File: config.mk
export PLATFORM = sky130hd
export DESIGN_NAME = burst_axi_master
export DESIGN_NICKNAME = d
export VERILOG_FILES = /design/src/rtl/burst_axi_master.sv
export SDC_FILE = /design/constraint.sdc
export NUM_CORES = 1
export LEC_CHECK = 0
export ABC_AREA = 0
export CORE_AREA = 2 2 166 168
export DETAILED_ROUTE_END_ITERATION = 16
export DIE_AREA = 0 0 168 170
export PLACE_DENSITY_LB_ADDON = 0.1
export SYNTH_ARGS = -nofsm -noshare
export SYNTH_HDL_FRONTEND = slang
export SYNTH_SLANG_ARGS = --single-unit
File: constraint.sdc
create_clock -name i_clk -period 7 [get_ports i_clk]
set_clock_uncertainty 0.2 [all_clocks]
set_input_delay 2.1 -clock i_clk [delete_from_list [all_inputs] [get_ports i_clk]]
set_output_delay 2.1 -clock i_clk [all_outputs]
set_load 0.01 [all_outputs]
File: src/rtl/burst_axi_master.sv
// rtl/burst_axi_master.sv - host command to AXI4 INCR burst master
//
// Turns one host command (read or write, 1..MAX_BEATS beats) into a single
// AXI4 INCR burst. Host write beats stream in over i_wvalid/o_wready and host
// read beats stream out over o_rvalid/i_rready. Both data paths are
// combinational pass-throughs while the burst is in its data phase.
//
// Ports:
//   i_clk, i_rst              clock, synchronous active-high reset
//   i_rw, i_addr, i_size,     command (00 none, 01 read, 10 write, 11 bad),
//   i_len                     start address, log2 bytes/beat, beats-1
//   i_wvalid/o_wready/i_wdata host write beat stream
//   o_rvalid/i_rready/o_rdata/o_rlast  host read beat stream
//   o_busy, o_done, o_error, o_invalid  status; i_clear releases DONE/INVAL
//   m_axi_aw*, m_axi_w*, m_axi_b*, m_axi_ar*, m_axi_r*  AXI4 master port
module burst_axi_master #(
  parameter int DATA_W    = 64,
  parameter int ADDR_W    = 32,
  parameter int MAX_BEATS = 16
) (
  input  logic                i_clk,
  input  logic                i_rst,
  input  logic [1:0]          i_rw,
  input  logic [ADDR_W-1:0]   i_addr,
  input  logic [2:0]          i_size,
  input  logic [7:0]          i_len,
  input  logic                i_wvalid,
  output logic                o_wready,
  input  logic [DATA_W-1:0]   i_wdata,
  output logic                o_rvalid,
  input  logic                i_rready,
  output logic [DATA_W-1:0]   o_rdata,
  output logic                o_rlast,
  output logic                o_busy,
  input  logic                i_clear,
  output logic                o_done,
  output logic                o_error,
  output logic                o_invalid,
  output logic                m_axi_awvalid,
  input  logic                m_axi_awready,
  output logic [ADDR_W-1:0]   m_axi_awaddr,
  output logic [7:0]          m_axi_awlen,
  output logic [2:0]          m_axi_awsize,
  output logic [1:0]          m_axi_awburst,
  output logic                m_axi_wvalid,
  input  logic                m_axi_wready,
  output logic [DATA_W-1:0]   m_axi_wdata,
  output logic [DATA_W/8-1:0] m_axi_wstrb,
  output logic                m_axi_wlast,
  output logic                m_axi_bready,
  input  logic                m_axi_bvalid,
  input  logic [1:0]          m_axi_bresp,
  output logic                m_axi_arvalid,
  input  logic                m_axi_arready,
  output logic [ADDR_W-1:0]   m_axi_araddr,
  output logic [7:0]          m_axi_arlen,
  output logic [2:0]          m_axi_arsize,
  output logic [1:0]          m_axi_arburst,
  output logic                m_axi_rready,
  input  logic                m_axi_rvalid,
  input  logic [DATA_W-1:0]   m_axi_rdata,
  input  logic [1:0]          m_axi_rresp,
  input  logic                m_axi_rlast
);

  localparam int NB    = DATA_W / 8;
  localparam int LG_NB = $clog2(NB);

  typedef enum logic [2:0] {
    IDLE, WR_ADDR, WR_DATA, WR_RESP, RD_ADDR, RD_DATA, DONE, INVAL
  } state_t;

  state_t              state;
  logic [ADDR_W-1:0]   addr_q;
  logic [2:0]          size_q;
  logic [7:0]          len_q;
  logic [8:0]          cnt;
  logic                aw_v, ar_v, b_rdy;
  logic                busy_q, done_q, inval_q, error_q;

  // Command validation, evaluated on the raw command inputs in IDLE.
  logic [16:0]         span;
  logic [17:0]         end_off;
  logic                cmd_bad;

  always_comb begin
    // Bytes covered by the burst; (255+1)<<7 still fits in 17 bits.
    span    = ({9'd0, i_len} + 17'd1) << i_size;
    end_off = {6'd0, i_addr[11:0]} + {1'b0, span};
    cmd_bad = (i_rw == 2'b11)
            | (i_size > 3'(LG_NB))
            | ((i_addr & ((ADDR_W'(1) << i_size) - ADDR_W'(1))) != '0)
            | (({1'b0, i_len} + 9'd1) > 9'(MAX_BEATS))
            | (end_off > 18'd4096);
  end

  // Byte lanes of the current write beat. Only the low LG_NB address bits
  // matter, so the beat offset is truncated before the add.
  logic [LG_NB-1:0]    lane;
  logic [NB-1:0]       strb_base;
  logic [NB-1:0]       wstrb_c;
  logic                last_beat;

  always_comb begin
    lane = addr_q[LG_NB-1:0] + LG_NB'(cnt << size_q);
    // Align down to the beat size; at full bus width the mask wraps to 0.
    lane = lane & ~((LG_NB'(1) << size_q) - LG_NB'(1));
    for (int i = 0; i < NB; i++) begin
      strb_base[i] = (i < (1 << size_q));
    end
    wstrb_c   = strb_base << lane;
    last_beat = (cnt == {1'b0, len_q});
  end

  logic in_wd, in_rd;
  assign in_wd = (state == WR_DATA);
  assign in_rd = (state == RD_DATA);

  assign m_axi_awvalid = aw_v;
  assign m_axi_awaddr  = aw_v ? addr_q : '0;
  assign m_axi_awlen   = aw_v ? len_q  : '0;
  assign m_axi_awsize  = aw_v ? size_q : '0;
  assign m_axi_awburst = 2'b01;
  assign m_axi_arvalid = ar_v;
  assign m_axi_araddr  = ar_v ? addr_q : '0;
  assign m_axi_arlen   = ar_v ? len_q  : '0;
  assign m_axi_arsize  = ar_v ? size_q : '0;
  assign m_axi_arburst = 2'b01;

  assign m_axi_wvalid  = in_wd & i_wvalid;
  assign o_wready      = in_wd & m_axi_wready;
  assign m_axi_wdata   = in_wd ? i_wdata : '0;
  assign m_axi_wstrb   = in_wd ? wstrb_c : '0;
  assign m_axi_wlast   = in_wd & last_beat;
  assign m_axi_bready  = b_rdy;

  assign m_axi_rready  = in_rd & i_rready;
  assign o_rvalid      = in_rd & m_axi_rvalid;
  assign o_rdata       = in_rd ? m_axi_rdata : '0;
  assign o_rlast       = in_rd & m_axi_rlast;

  assign o_busy    = busy_q;
  assign o_done    = done_q;
  assign o_error   = error_q;
  assign o_invalid = inval_q;

  always_ff @(posedge i_clk) begin
    if (i_rst) begin
      state   <= IDLE;
      addr_q  <= '0;
      size_q  <= '0;
      len_q   <= '0;
      cnt     <= '0;
      aw_v    <= 1'b0;
      ar_v    <= 1'b0;
      b_rdy   <= 1'b0;
      busy_q  <= 1'b0;
      done_q  <= 1'b0;
      inval_q <= 1'b0;
      error_q <= 1'b0;
    end else begin
      case (state)
        IDLE: begin
          // A clear in IDLE blocks acceptance so a stale clear can never
          // race a new command.
          if (i_rw != 2'b00 && !i_clear) begin
            addr_q  <= i_addr;
            size_q  <= i_size;
            len_q   <= i_len;
            cnt     <= '0;
            error_q <= 1'b0;
            if (cmd_bad) begin
              state   <= INVAL;
              inval_q <= 1'b1;
            end else if (i_rw == 2'b10) begin
              state  <= WR_ADDR;
              aw_v   <= 1'b1;
              busy_q <= 1'b1;
            end else begin
              state  <= RD_ADDR;
              ar_v   <= 1'b1;
              busy_q <= 1'b1;
            end
          end
        end
        WR_ADDR: begin
          if (m_axi_awready) begin
            aw_v  <= 1'b0;
            state <= WR_DATA;
          end
        end
        WR_DATA: begin
          if (i_wvalid && m_axi_wready) begin
            cnt <= cnt + 9'd1;
            if (last_beat) begin
              state <= WR_RESP;
              b_rdy <= 1'b1;
            end
          end
        end
        WR_RESP: begin
          if (m_axi_bvalid) begin
            b_rdy   <= 1'b0;
            error_q <= (m_axi_bresp != 2'b00);
            busy_q  <= 1'b0;
            done_q  <= 1'b1;
            state   <= DONE;
          end
        end
        RD_ADDR: begin
          if (m_axi_arready) begin
            ar_v  <= 1'b0;
            state <= RD_DATA;
          end
        end
        RD_DATA: begin
          if (m_axi_rvalid && i_rready) begin
            cnt <= cnt + 9'd1;
            // rlast must coincide exactly with the expected final beat.
            if (m_axi_rresp != 2'b00 || (m_axi_rlast != last_beat)) begin
              error_q <= 1'b1;
            end
            if (m_axi_rlast) begin
              busy_q <= 1'b0;
              done_q <= 1'b1;
              state  <= DONE;
            end
          end
        end
        DONE, INVAL: begin
          if (i_clear) begin
            done_q  <= 1'b0;
            inval_q <= 1'b0;
            error_q <= 1'b0;
            state   <= IDLE;
          end
        end
        default: state <= IDLE;
      endcase
    end
  end

endmodule
==> impl_metrics.tcl, run 1 <==
set metrics [dict create \
    run_status "completed" \
    min_path_type "flip-flop to flip-flop" \
    first_pass_iters 4 \
    final_cells 1575 \
    worstPathRequired_ns 6.99 \
    yosysTopAreaCell "dfxtp_1" \
    syn-mean-instance-area_sq_um 6.88 \
    cts_tree "built" \
    postCtsSetupBuffers 0 \
    synth_seq_cells 62 \
    critPathCaptureType "flip-flop" \
    arrival_ns 6.32 \
    slew_violations 0 \
    whs_endpoint "addr_q[30]" \
    dp_hpwl_um 24400 \
    ys_async_sr_fraction_pct 0 \
    grt_pass1_wl_um 44600 \
    cts_root_buf "clkbuf_16" \
    synth_compound_area_share_pct 19.2 \
    portBuffers 422 \
    crit_fanout 9 \
    p_leak_nw 4.17 \
    die_h_um 170 \
    fmax_ghz 0.158 \
    yosysMostFrequentCell "and2_1" \
    htreeDepth 3 \
    row_count 60 \
    timing.slew.headroom_pct 11.9 \
    setup-tns-final_ns 0 \
    clk_pin_slew_ns 0.06 \
    ys.flop_type "dfxtp_1" \
    final_area_sq_um 10700 \
    nets 1438 \
    start_kind "input pin" \
    tightest_slew_ns 1.32 \
    ys_top_cells_by_count "and2_1, nand2_1, a21oi_1" \
    cts_buffer_depth 2 \
    wl_per_cell_um 19.6 \
    wl_um 30900 \
    drt_iter0_markers 495 \
    overflow 0 \
    gp_congestion 0.858 \
    drtAntennaViolNets 0 \
    clk_latency_ns 0.34 \
    synth-xor-area-share_pct 3.72 \
    holdPathStages 2 \
    hold_viol 0 \
    num_vias 7292 \
    rr_startpoint "state[0]" \
    core-area_sq_um 26700 \
    ioPinCount 427 \
    p_per_area_nw_per_um2 211 \
    grt_pass1_vias 7018 \
    cts_buffers 9 \
    antenna_found_initial 0 \
    place_area_sq_um 10300 \
    cts.sinks 62 \
    synth_edf_count 0 \
    drc_errors 0 \
    yosys.area_share.simple_pct 42.8 \
    crit_type "input pin to flip-flop" \
    die_w_um 168 \
    synth_mux_area_share_pct 1.89 \
    ys_top_cells_by_area "dfxtp_1, and2_1, nand2_1" \
    synth_area_sq_um 5890 \
    fp.dieArea_sq_um 28600 \
    start_util_pct 22.1 \
    drive_gt1_share_pct 3.81 \
    area_growth_pct 81.2 \
    post_cts_resized 0 \
    ys_seq_area_share_pct 21.1 \
    synth_top_family_by_area "simple AND/OR/NAND/NOR gates" \
    grt_max_degree 90 \
    synthAdderAreaFrac_pct 4.93 \
    r2r_setup_slack_ns 3.64 \
    period_minus_slack_ns 6.32 \
    drt-vias-per-instance 4.63 \
    setup_violations 0 \
    grtUsageTotal_pct 20.5 \
    r2r_end "cnt[8]" \
    reg2reg_depth 8 \
    cap_violations 0 \
    post-route-period-util_pct 90.3 \
    placedCellCount 1558 \
    yosysWarnings 0 \
    synth.top_cell.area_share_pct 21.1 \
    synth_cells 855 \
    min_from "addr_q[30]" \
    hold_buffers 0 \
    synth.distinct_cells 69 \
    rsz0062_at_grt "no" \
    peakVddDrop_uv 129 \
]
## layout by cell type (no fill, tap or decap), drive strengths merged, types with 3 or more instances in the layout
cell           instances
a2111oi                3
a211o                  3
a211oi                11
a21boi                 4
a21oi                 80
a31oi                  9
and2                 156
and3                  72
buf                   13
clkbuf                 9
clkdlybuf4s50        421
clkinvlp               3
conb                   4
dfxtp                 62
ha                    20
inv                   17
mux2i                 10
nand2                131
nand2b                 7
nand3                  5
nand3b                 3
nand4                  7
nor2                  49
nor2b                  6
nor3                  13
nor3b                  3
o211ai                 5
o21ai                 27
o22ai                  6
o32ai                  3
o41ai                  3
or3                    6
xnor2                 15
xor2                  10
## critical path: stages
cell and delay (ns):
clkdlybuf4s50_1 0.57, ha_1 0.33, and2_4 0.21, and3b_1 0.16
o21ai_0 0.13, a21boi_0 0.30, nor2_1 0.07, a21oi_1 0.19
nand2_1 0.07, o21ai_0 0.09, ha_1 0.33, a21oi_1 0.34
a21oi_1 0.12, o32ai_1 0.14, nand4_1 0.12, or3_4 0.42
o41ai_4 0.45, o221ai_1 0.19
## power breakdown
part | internal, mW | switching [mW]
Combinational | 0.598 | 0.695
Sequential | 0.404 | 0.0670
Clock | 0.312 | 0.178
## state kept, by name (all words and copies together), names as in the netlist
signal,cells
o_error,1
state,3
size_q,3
m_axi_arvalid,1
addr_q,32
o_invalid,1
o_busy,1
cnt,9
len_q,8
m_axi_bready,1
m_axi_awvalid,1
o_done,1
## logic make-up (layout without fill, tap and decap cells)
family | count (synthesis) | count (layout)
AO/OA/AOI/OAI | 174 | 174
XOR/XNOR | 25 | 25
adder cells (fa/ha/maj) | 22 | 22
buffers and inverters | 90 | 466
flip-flops | 62 | 62
multiplexers | 11 | 11
other | 2 | 5
AND/OR/NAND/NOR | 469 | 469
## cell type report
cell class | instances | area [sq um]
Fill cell | 2758 | 16000
Timing Repair Buffer | 434 | 4310
Multi-Input combinational cell | 705 | 4300
Sequential cell | 62 | 1240
Tap cell | 341 | 427
Clock buffer | 9 | 225
Clock inverter | 7 | 96.3
Inverter | 16 | 60.1
Antenna cell | 1 | 2.50
## layer usage
metal,share of wire (%),GRT usage [%],vias up
met5,0,0,-
met4,2.3,6.31,0
met3,8.9,7.33,29
met2,47,34.7,279
met1,41,24.4,3315
li1,-,-,3669
## worst max path at each step
stage / from / end / slack, ns / cells after the start
final: i_len[0] / state[1] / 0.68 / 18
after global routing: i_len[0] / state[1] / 0.24 / 18
after CTS: i_len[0] / state[1] / 0.69 / 18
after global placement: i_len[0] / state[1] / 0.48 / 18
after detailed placement: i_len[0] / state[1] / 0.34 / 18
after floorplan: i_size[0] / state[1] / 1.32 / 13
## stage by stage
stage / hold WS, ns / total power [mW] / setup WS (ns) / util, %
after floorplan: 0.240 / 1.15 / 1.32 / -
after global placement: 0.251 / 1.78 / 0.479 / 38.8
after detailed placement: 0.257 / 1.78 / 0.344 / 38.8
after CTS: 0.266 / 2.29 / 0.689 / 40.0
after global routing: 0.292 / 2.41 / 0.238 / 40.0
final: 0.262 / 2.25 / 0.676 / 40.0
No activity file was read; power rests on OpenSTA's default activity.
==> run 2: changes to the inputs <==
--- a/config.mk
+++ b/config.mk
@@ -7,9 +7,11 @@
 export LEC_CHECK = 0
 export ABC_AREA = 0
 export CORE_AREA = 2 2 166 168
+export CTS_CLUSTER_DIAMETER = 120
 export DETAILED_ROUTE_END_ITERATION = 16
 export DIE_AREA = 0 0 168 170
 export PLACE_DENSITY_LB_ADDON = 0.1
+export SLEW_MARGIN = 10
 export SYNTH_ARGS = -nofsm -noshare
 export SYNTH_HDL_FRONTEND = slang
 export SYNTH_SLANG_ARGS = --single-unit
==> impl_metrics.tcl, run 2 (synthesized netlist as in run 1, its figures left out) <==
set metrics [dict create \
    htreeDepth 3 \
    min_path_type "flip-flop to flip-flop" \
    grt_pass1_vias 7018 \
    arrival_ns 6.33 \
    post-route-period-util_pct 90.6 \
    final_area_sq_um 10700 \
    antenna_found_initial 0 \
    post_cts_resized 0 \
    placedCellCount 1558 \
    p_seq_share_pct 20.8 \
    cap_violations 0 \
    ioPinCount 427 \
    cts_root_buf "clkbuf_16" \
    cts_tree "built" \
    hold_buffers 0 \
    start_util_pct 22.1 \
    drt-vias-per-instance 4.64 \
    crit_type "input pin to flip-flop" \
    diodes 0 \
    seqCellArea_sq_um 1240 \
    power_frac_comb_pct 57.7 \
    slew_violations 0 \
    p_per_area_nw_per_um2 212 \
    multi_input_area_sq_um 4300 \
    cts_buffer_depth 2 \
    die_w_um 168 \
    drtAntennaViolNets 0 \
    core-area_sq_um 26700 \
    critPathCaptureType "flip-flop" \
    setup-tns-final_ns 0 \
    power_mw 2.27 \
    largest_reg_flops 32 \
    rsz0062_at_grt "no" \
    hold_viol 0 \
    cts.sinks 62 \
    fill_cells 2755 \
    switchingPower_mw 0.941 \
    peakVddDrop_uv 129 \
    clk_pin_slew_ns 0.06 \
    drive_gt1_share_pct 3.89 \
    layout_common_cells "clkdlybuf4s50_1, and2_1, nand2_1" \
    switching_share_pct 41.6 \
    postCtsSetupBuffers 0 \
    drc_errors 0 \
    worstPathRequired_ns 6.99 \
    overflow 0 \
    intPower_mw 1.32 \
    crit_fanout 9 \
    grt_pass1_wl_um 44600 \
    grtUsageTotal_pct 20.5 \
    fmax_ghz 0.158 \
    whs_ns 0.262 \
    grt_max_degree 90 \
    row_count 60 \
    regMostFlops "addr_q" \
    place_area_sq_um 10300 \
    area_growth_pct 81.7 \
    final_cells 1575 \
    tightest_slew_ns 0.955 \
    nets 1439 \
    portBuffers 422 \
    gp_congestion 0.858 \
    wl_um 30900 \
    layout_commonest_cell "clkdlybuf4s50_1" \
    setup_violations 0 \
    reg_top3 "addr_q: 32 flops, cnt: 9 flops, len_q: 8 flops" \
    pwr-share-clk_pct 21.6 \
    timing.slew.headroom_pct 36.3 \
    run_status "completed" \
    clk_latency_ns 0.34 \
    fp.dieArea_sq_um 28600 \
    dp_hpwl_um 24400 \
    num_vias 7308 \
    p_leak_nw 4.18 \
    drt_iter0_markers 428 \
    wl_per_cell_um 19.6 \
    period_minus_slack_ns 6.34 \
    die_h_um 170 \
    first_pass_iters 5 \
    start_kind "input pin" \
    cts_buffers 9 \
]
## run 2: changes by cell type in the layout (fill, tap and decap cells not counted)
| cell | before | now |
|---|---|---|
| diode_2 | 1 | 0 |
| buf_16 | 0 | 1 |
## run 2: routing by layer
layer  global-route usage (%)  wire length, um  up-vias
li1                         -                -     3672
met1                     24.4            12900     3321
met2                     34.7            14500      282
met3                     7.33             2730       33
met4                     6.31              792        0
met5                        0                0        -
## run 2: final timing paths
| kind | endpoint | cells past startpoint | startpoint | slack [ns] |
|---|---|---|---|---|
| worst max register to register | cnt[8] | 8 | state[0] | 3.62 |
| worst min-delay path | addr_q[30] | 2 | addr_q[30] | 0.26 |
| worst max-delay path | state[1] | 18 | i_len[0] | 0.66 |
| worst min register to register | addr_q[30] | 2 | addr_q[30] | 0.26 |
## run 2: power by group through the flow
| stage | clock network [mW] | registers [mW] | logic [mW] |
|---|---|---|---|
| final | 0.489 | 0.471 | 1.31 |
| after global routing | 0.520 | 0.480 | 1.42 |
| after detailed placement | 0 | 0.479 | 1.30 |
| after global placement | 0 | 0.477 | 1.31 |
| after CTS | 0.507 | 0.471 | 1.31 |
| after floorplan | 0 | 0.439 | 0.708 |
## run 2: area by class of cell
type / count / share of cell area [%]
timing repair buffer: 435 / 40.6
sequential: 62 / 11.6
inverter: 16 / 0.562
clock buffer: 9 / 2.11
tap: 341 / 3.99
clock inverter: 7 / 0.901
multi-input combinational: 705 / 40.3
## run 2: stage by stage
step                util (%)  worst slack, ns
finish                  40.1            0.657
global route            40.1            0.238
CTS                     40.0            0.689
detailed placement      38.8            0.344
global placement        38.8            0.479
floorplan                  -             1.32
## run 2: critical path: stages
cell	delay (ns)
clkdlybuf4s50_1	0.57
ha_1	0.33
and2_4	0.21
and3b_1	0.16
o21ai_0	0.13
a21boi_0	0.30
nor2_1	0.07
a21oi_1	0.19
nand2_1	0.07
o21ai_0	0.09
ha_1	0.33
a21oi_1	0.34
a21oi_1	0.12
o32ai_1	0.14
nand4_1	0.12
or3_4	0.42
o41ai_4	0.46
o221ai_1	0.19
==> run 3: changes to the inputs <==
--- a/config.mk
+++ b/config.mk
@@ -6,10 +6,10 @@
 export NUM_CORES = 1
 export LEC_CHECK = 0
 export ABC_AREA = 0
-export CORE_AREA = 2 2 166 168
+export CORE_AREA = 2 2 165 167
 export CTS_CLUSTER_DIAMETER = 120
 export DETAILED_ROUTE_END_ITERATION = 16
-export DIE_AREA = 0 0 168 170
+export DIE_AREA = 0 0 167 169
 export PLACE_DENSITY_LB_ADDON = 0.1
 export SLEW_MARGIN = 10
 export SYNTH_ARGS = -nofsm -noshare
==> impl_metrics.tcl, run 3 (synthesized netlist as in run 1, its figures left out) <==
set metrics [dict create \
    layout_common_cells "clkdlybuf4s50_1, and2_1, nand2_1" \
    cts.sinks 62 \
    cap_violations 0 \
    worstPathCellList "clkdlybuf4s50_1 > ha_1 > and2_4 > and3b_1 > o21ai_0 > a21boi_0 > nor2_1 > a21oi_1 > nand2_1 > o21ai_0 > ha_1 > a21oi_1 > a21oi_1 > o32ai_1 > nand4_1 > or3_4 > o41ai_4 > o221ai_1" \
    overflow 0 \
    run_status "completed" \
    drt-vias-per-instance 4.62 \
    post-route-period-util_pct 89.2 \
    tightest_slew_ns 0.965 \
    fmax_ghz 0.160 \
    setup-tns-final_ns 0 \
    crit_type "input pin to flip-flop" \
    path_buf_inv 1 \
    rsz0062_at_grt "no" \
    period_minus_slack_ns 6.24 \
    final_cells 1575 \
    crit_fanout 9 \
    p_leak_nw 4.20 \
    reg_top3 "addr_q: 32 flops, cnt: 9 flops, len_q: 8 flops" \
    cts_root_buf "clkbuf_16" \
    start_kind "input pin" \
    cts_buffer_depth 2 \
    grt_pass1_wl_um 45400 \
    critPathMaxStageDelay_ns 0.58 \
    p_per_area_nw_per_um2 212 \
    peakVddDrop_uv 129 \
    first_pass_iters 5 \
    largest_reg_flops 32 \
    power_mw 2.27 \
    hold_buffers 0 \
    cp_top_family "compound AO/OA/AOI/OAI gates" \
    area_growth_pct 81.6 \
    core-area_sq_um 26500 \
    placedCellCount 1561 \
    layout_commonest_cell "clkdlybuf4s50_1" \
    htreeDepth 3 \
    critPathCaptureType "flip-flop" \
    fill_cells 2725 \
    wl_um 30900 \
    post_cts_resized 0 \
    r2r_setup_slack_ns 3.63 \
    timing.slew.headroom_pct 35.6 \
    cts_buffers 9 \
    drt_iter0_markers 316 \
    postCtsSetupBuffers 0 \
    hold_viol 0 \
    worstPathRequired_ns 7.00 \
    clk_latency_ns 0.33 \
    regMostFlops "addr_q" \
    grt_pass1_vias 7228 \
    die_h_um 169 \
    critPathSlowestCell "clkdlybuf4s50_1" \
    drtAntennaViolNets 0 \
    clk_pin_slew_ns 0.06 \
    die_w_um 167 \
    grt_max_degree 90 \
    wl_per_cell_um 19.6 \
    antenna_found_initial 1 \
    arrival_ns 6.24 \
    num_vias 7271 \
    start_util_pct 22.2 \
    nets 1441 \
    gp_congestion 0.852 \
    setup_violations 0 \
    row_count 60 \
    diodes 0 \
    cts_tree "built" \
    critPathMostFrequentCell "a21oi_1" \
    drc_errors 0 \
    drive_gt1_share_pct 3.89 \
    dp_hpwl_um 25000 \
    fp.dieArea_sq_um 28200 \
    portBuffers 422 \
    slew_violations 0 \
    min_path_type "flip-flop to flip-flop" \
    ioPinCount 427 \
    grtUsageTotal_pct 21.0 \
]
-- run 3: layout make-up --
cell class,instances,area [sq um],area share [%]
Clock buffer,9,225,2.11
Multi-Input combinational cell,705,4300,40.3
Clock inverter,5,100,0.936
Tap cell,341,427,3.99
Inverter,16,60.1,0.562
Sequential cell,62,1240,11.6
Timing Repair Buffer,437,4330,40.5
-- run 3: where the power goes --
part	switching [mW]	total [mW]	internal, mW
sequential	0.0637	0.468	0.404
combinational	0.691	1.30	0.606
clock	0.163	0.505	0.342
total	0.918	2.27	1.35
-- run 3: through the flow --
stage	hold WS, ns	utilization, %	area [sq um]	worst slack [ns]
floorplan	0.240	-	5890	1.32
global placement	0.250	39.1	10400	0.490
detailed placement	0.258	39.1	10400	0.369
CTS	0.266	40.3	10700	0.732
global route	0.291	40.3	10700	0.252
finish	0.266	40.3	10700	0.755
-- run 3: tightest hold or removal path, cell delays in order, from the launching register on --
cell	delay, ns
dfxtp_1	0.31
nand2_1	0.05
a21oi_1	0.05
-- run 3: per-layer routing --
metal	share of wire, %	up-vias	global-route usage [%]
li1	-	3670	-
met5	0.036	-	0
met2	49	256	36.5
met3	8.3	15	6.85
met4	0.92	2	3.71
met1	42	3328	25.5
-- run 3: worst paths after layout --
kind                                 start    endpoint  cells after the start
worst min-delay path            addr_q[19]  addr_q[19]                      2
worst max-delay path              i_len[0]    state[1]                     18
worst min register to register  addr_q[19]  addr_q[19]                      2
worst max register to register    state[0]      cnt[8]                      8
